## src/rtl/reg_write_ctrl.sv

```systemverilog
// Write-port controller for the 32x32 register file: clears registers 1..31
// after reset, then arbitrates two writeback requesters onto the single port.
module reg_write_ctrl #(
    parameter logic [31:0] INIT_VALUE = 32'd0,
    parameter bit          SKIP_INIT  = 1'b0,
    parameter int          CNT_W      = 16
) (
    input  logic             clk,
    input  logic             rst_n,

    input  logic             req0_valid,
    input  logic [4:0]       req0_wn,
    input  logic [31:0]      req0_wd,
    output logic             req0_ready,

    input  logic             req1_valid,
    input  logic [4:0]       req1_wn,
    input  logic [31:0]      req1_wd,
    output logic             req1_ready,

    output logic             RegWrite,
    output logic [4:0]       WN,
    output logic [31:0]      WD,
    output logic             init_done,
    output logic [CNT_W-1:0] conflict_cnt,

    output logic             o_dbg_state
);

    typedef enum logic {
        ST_INIT = 1'b0,
        ST_RUN  = 1'b1
    } state_t;

    localparam state_t RESET_STATE = SKIP_INIT ? ST_RUN : ST_INIT;

    state_t             r_state;
    state_t             w_state_nxt;

    logic [4:0]         r_cnt;
    logic               r_last;
    logic               r_regwrite;
    logic [4:0]         r_wn;
    logic [31:0]        r_wd;
    logic               r_init_done;
    logic [CNT_W-1:0]   r_conflict_cnt;

    logic               w_run;
    logic               w_last_sweep;
    logic               w_both;
    logic               w_grant0;
    logic               w_grant1;
    logic               w_accept;
    logic               w_accept_sel;
    logic [4:0]         w_sel_wn;
    logic [31:0]        w_sel_wd;

    // State register
    always_ff @(posedge clk or negedge rst_n) begin
        if (!rst_n) begin
            r_state <= RESET_STATE;
        end else begin
            r_state <= w_state_nxt;
        end
    end

    // Next-state logic: the sweep ends on the edge that issues register 31
    always_comb begin
        w_state_nxt  = r_state;
        w_last_sweep = (r_cnt == 5'd31);
        case (r_state)
            ST_INIT: begin
                if (w_last_sweep) begin
                    w_state_nxt = ST_RUN;
                end
            end
            ST_RUN: begin
                w_state_nxt = ST_RUN;
            end
            default: begin
                w_state_nxt = RESET_STATE;
            end
        endcase
    end

    // Handshake: a write is accepted on a rising edge where valid && ready.
    // ready is combinational from the valids and r_last, and is only raised
    // in RUN; requesters keep valid/wn/wd stable until accepted and never
    // derive valid from ready. r_last=1 means req1 won the last grant.
    always_comb begin
        w_run        = (r_state == ST_RUN);
        w_both       = req0_valid && req1_valid;
        w_grant0     = req0_valid && (!req1_valid || r_last);
        w_grant1     = req1_valid && (!req0_valid || !r_last);
        req0_ready   = w_run && w_grant0;
        req1_ready   = w_run && w_grant1;
        w_accept     = req0_ready || req1_ready;
        w_accept_sel = req1_ready;
        w_sel_wn     = req0_wn;
        w_sel_wd     = req0_wd;
        if (req1_ready) begin
            w_sel_wn = req1_wn;
            w_sel_wd = req1_wd;
        end
    end

    // Sweep counter and init flag
    always_ff @(posedge clk or negedge rst_n) begin
        if (!rst_n) begin
            r_cnt       <= 5'd1;
            r_init_done <= SKIP_INIT;
        end else if (r_state == ST_INIT) begin
            r_cnt <= r_cnt + 5'd1;
            if (w_last_sweep) begin
                r_init_done <= 1'b1;
            end
        end
    end

    // Write-port registers; WN/WD hold when nothing is accepted
    always_ff @(posedge clk or negedge rst_n) begin
        if (!rst_n) begin
            r_regwrite <= 1'b0;
            r_wn       <= 5'd0;
            r_wd       <= 32'd0;
            r_last     <= 1'b1;
        end else if (r_state == ST_INIT) begin
            r_regwrite <= 1'b1;
            r_wn       <= r_cnt;
            r_wd       <= INIT_VALUE;
        end else if (w_accept) begin
            r_regwrite <= (w_sel_wn != 5'd0);
            r_wn       <= w_sel_wn;
            r_wd       <= w_sel_wd;
            r_last     <= w_accept_sel;
        end else begin
            r_regwrite <= 1'b0;
        end
    end

    // Saturating count of RUN cycles with both requesters valid
    always_ff @(posedge clk or negedge rst_n) begin
        if (!rst_n) begin
            r_conflict_cnt <= '0;
        end else if (w_run && w_both && (r_conflict_cnt != '1)) begin
            r_conflict_cnt <= r_conflict_cnt + CNT_W'(1);
        end
    end

    assign RegWrite     = r_regwrite;
    assign WN           = r_wn;
    assign WD           = r_wd;
    assign init_done    = r_init_done;
    assign conflict_cnt = r_conflict_cnt;
    assign o_dbg_state  = r_state;

endmodule

```

## config.mk

```make
export PLATFORM = sky130hd
export DESIGN_NAME = reg_write_ctrl
export DESIGN_NICKNAME = d
export VERILOG_FILES = /design/src/rtl/reg_write_ctrl.sv
export SDC_FILE = /design/constraint.sdc
export NUM_CORES = 1
export LEC_CHECK = 0
export CORE_UTILIZATION = 41
export DETAILED_ROUTE_END_ITERATION = 16
export PLACE_DENSITY = 0.87
export SLEW_MARGIN = 10
export SYNTH_ARGS = -nofsm -noshare
export SYNTH_HDL_FRONTEND = slang
export SYNTH_SLANG_ARGS = --single-unit
export TNS_END_PERCENT = 100
```

## constraint.sdc

```tcl
create_clock -name clk -period 2.2 [get_ports clk]
set_clock_uncertainty 0.2 [all_clocks]
set_input_delay 0.44 -clock clk [delete_from_list [all_inputs] [get_ports clk]]
set_output_delay 0.44 -clock clk [all_outputs]
set_load 0.05 [all_outputs]
```

==> After elaboration in Yosys (flattened, before gate mapping) <==
Index checks and enable logic that the tools add are counted.
{ "classes": {"n_mux": 10, "n_bitwise": 1, "n_reduce_logical": 16, "n_eq_ne": 3, "n_addsub": 2} }
{ "op_table": {"columns": ["operator", "count"], "rows": [
  ["$mux W32", 3],
  ["$add A16 B1 Y16 const B", 1],
  ["$ne A16 B16 Y1 const B", 1],
  ["$mux W5", 3],
  ["$logic_and A1 B1 Y1", 7],
  ["$add A5 B1 Y5 const B", 1],
  ["$eq A5 B5 Y1 const B", 1],
  ["$reduce_bool A5 Y1", 1],
  ["$reduce_and A2 Y1", 2],
  ["$logic_not A1 Y1", 3],
  ["$logic_or A1 B1 Y1", 3],
  ["$mux W1", 3],
  ["$ne A2 B1 Y1 const B", 1],
  ["$pmux W1 S2", 1],
  ["$not A1 Y1", 1]
]} }
{ "word_totals": {"reg_bits": 62, "wordCells": 40} }

==> Logic depth before layout (Yosys ltp) <==
{ "logic_depth": {"word_depth": 8, "mapped_depth": 9, "ltp_nobuf": 5} }

==> Worst setup path before layout <==
Ideal clock, no wire load.
{ "synth_path": {"path_kind": "register to output", "startpoint": "reg r_state, in the netlist o_dbg_state", "endpoint": "out req0_ready", "slack_ps": -69, "path_stages_with_launch": 5, "path_buffers": 2, "required_time_ps": 1560, "arrival_ps": 1629, "path_cell_list": "dfrtp_1 > buf_6 > nand2_1 > a21oi_1 > clkbuf_1"} }
{ "synth_between": {"elab_chain_len": 1} }
{ "synth_rtl": {"columns": ["item", "line_no", "source"], "rows": [
  ["start, declared", "37", "state_t r_state;"],
  ["start signal, assigned", "63", "r_state <= w_state_nxt;"],
  ["$logic_and A1 B1 Y1", "95", "req0_ready = w_run && w_grant0;"],
  ["end, declared", "14", "output logic req0_ready,"]
]} }
Every way passes these cells.

==> Worst setup path after layout <==
{ "layout_path": {"startpoint": "reg r_wd[10], in the netlist WD[10]", "endpoint": "out WD[10]"} }
{ "layout_lines": {"columns": ["item", "line_no", "source"], "rows": [
  ["start, declared", "44", "logic [31:0] r_wd;"],
  ["start signal, assigned", "134", "r_wd <= w_sel_wd;"],
  ["end, declared", "23", "output logic [31:0] WD,"]
]} }
No word-level cell between the ends.

==> results_dict.tcl <==
set metrics [dict create \
    power_density_nw_per_um2 758 \
    tns_ns 0 \
    report.final.slew_viol_count 0 \
    path_class "reg -> out" \
    area_growth_pct 60.0 \
    ir_drop_v 0.000372 \
    ys_types 40 \
    top_layer_used "met4" \
    place_hpwl_microns 6030 \
    initial_core_util_pct 42.9 \
    synth_common_cells "dfrtp_1, inv_1, a211oi_1" \
    num_rows 30 \
    die_w_microns 86.8 \
    drt_iter0_drc 139 \
    m1WireLength_microns 3310 \
    crit_chain "clkdlybuf4s50_1" \
    io_buffers 135 \
    drc_errors 0 \
    die_h_microns 86.8 \
    crit_required_ns 1.56 \
    nets 495 \
    antenna_found_initial 0 \
    post-synth-top-count-cell "dfrtp_1" \
    slowest_delay_ns 0.81 \
    synth.ff_latch_count 62 \
    grt_pass1_vias 2825 \
    synth_edf_count 0 \
    crit_family "buffers and inverters" \
    core-area_sq_um 6870 \
    clk_pin_slew_ns 0.07 \
    wl_met3_microns 577 \
    vias 2715 \
    antenna_left 0 \
    wl_per_cell_microns 16.0 \
    drive_gt1_share_pct 14.8 \
    grt_usage_pct 23.5 \
    crit_buf_inv 1 \
    die-area_sq_um 7530 \
    power_mw 3.57 \
    grt_overflow 0 \
    syn_avg_cell_area_sq_um 11.1 \
    yosysSeqAreaShare_pct 52.8 \
    relSlewSlack_pct 43.6 \
    cts_tree "built" \
    ys.warnings.count 0 \
    p_leak_nw 2.18 \
    clock_sinks 62 \
    synth_top_area_share_pct 51.0 \
    netlist_area_sq_um 2950 \
    grt_max_degree 33 \
    gp_congestion 0.843 \
    maxCapViolations 0 \
    fin_cells 515 \
    ios 136 \
    clock_latency_ns 0.34 \
    cts-root-buf "clkbuf_8" \
    arrival_ns 1.52 \
    n_fill_cell 527 \
    dp.cells 498 \
    finalHoldViolCount 0 \
    rsz0062_at_grt "no" \
    grt_pass1_wl_microns 13500 \
    outcome "finished, final reports clean" \
    period_share_pct 98.1 \
    max_freq_ghz 0.463 \
    syn_inst 266 \
    crit_fanout 2 \
    synth_top_cell_by_area "dfrtp_1" \
    start_kind "flip-flop" \
    cts_made_buffers 9 \
    hold_class "reg -> reg" \
    async_flop_share_pct 100 \
    setup-violations-final 0 \
    tightest_slew_ns 0.846 \
    dr_wl_met2_microns 4180 \
    synthFlopType "dfrtp_1" \
    drt_pass1_iterations 6 \
    min_period_ns 2.16 \
    diodes 0 \
    syn-num-nets 347 \
    cts_buffer_depth 2 \
    drt-vias-per-instance 5.27 \
    cts_htree_levels 3 \
    synth_area_leaders "dfrtp_1, a222oi_1, a211oi_1" \
    critPathCaptureType "output pin" \
    slowest_stage "clkdlybuf4s50_1" \
    drt_wl_total_microns 8220 \
]
-- cell families (layout without fill, tap and decap cells) --
family                   count (synthesis)  in the layout  synth area share [%]
buffers and inverters                   42            195                  6.97
AO/OA/AOI/OAI                           69             69                  18.3
XOR/XNOR                                15             15                  4.46
AND/OR/NAND/NOR                         57             57                  9.94
multiplexers                            18             18                  6.33
flip-flops                              62             62                  52.8
adder cells (fa/ha/maj)                  3              3                  1.27
-- layout make-up --
| class | count | area, sq um | share of cell area, % |
|---|---|---|---|
| Clock inverter | 2 | 37.5 | 0.796 |
| Inverter | 23 | 86.3 | 1.83 |
| Tap cell | 96 | 120 | 2.55 |
| Multi-Input combinational cell | 162 | 1190 | 25.2 |
| Sequential cell | 62 | 1560 | 33.0 |
| Clock buffer | 14 | 183 | 3.88 |
| Timing Repair Buffer | 156 | 1540 | 32.8 |
-- what timing repair did --
item,4_1_cts,5_1_grt
setup buffers,0,0
resized for setup,6,6
hold buffers,1,0
endpoints found under the hold margin,17,0
endpoints found under the setup margin,6,9
-- report_power, final --
part	leakage [nW]	switching, mW	internal [mW]
sequential	0.751	0.108	1.26
clock	0.109	0.435	0.648
combinational	1.32	0.671	0.451
-- cells in the final DEF, fill, tap and decap left out, drive strengths merged, types with 8 or more instances in the layout --
cell type      instances
dfrtp                 60
inv                   23
clkdlybuf4s50        109
a211oi                22
clkbuf                14
buf                   34
nand2                  8
mux2i                 13
a222oi                19
nor2                  17
xor2                  10
-- per-layer routing --
| metal | vias to the layer above | track usage, % |
|---|---|---|
| met1 | 1288 | 29.0 |
| li1 | 1283 | - |
| met3 | 12 | 4.76 |
| met2 | 132 | 40.0 |
| met5 | - | 0 |
| met4 | 0 | 10.0 |
-- final timing paths --
| path | start | endpoint | slack (ns) | cells after the start |
|---|---|---|---|---|
| min in group asynchronous | rst_n | conflict_cnt[3] | 0.42 | 2 |
| max in group asynchronous | rst_n | WD[15] | 0.73 | 3 |
| hold / removal | init_done | init_done | 0.27 | 1 |
| setup reg to reg | o_dbg_state | WD[19] | 0.27 | 5 |
| hold reg to reg | init_done | init_done | 0.27 | 1 |
| setup / recovery | WD[10] | WD[10] | 0.04 | 1 |
-- worst register-to-register path: stages (launching register included) --
cell and delay, ns:
dfrtp_2 0.41, buf_4 0.21, inv_1 0.08, nor2_2 0.67, a222oi_1 0.19, inv_1 0.12
-- metrics by stage --
stage	setup WS (ns)	hold slack (ns)	instance area, sq um	util, %
final	0.0415	0.267	4710	68.6
after global routing	0.00235	0.297	4710	68.6
after CTS	0.00625	0.271	4700	68.4
after detailed placement	-0.270	0.234	4480	65.2
after global placement	-0.0913	0.238	4480	65.2
after floorplan	0.00768	-0.0556	2950	-
-- flip-flops by register name, summed over array words and instances (netlist names) --
| signal | cells |
|---|---|
| RegWrite | 1 |
| WD | 32 |
| WN | 5 |
| conflict_cnt | 16 |
| init_done | 1 |
| o_dbg_state | 1 |
| r_cnt | 5 |
| r_last | 1 |
Power figures use the tool's default switching activity.
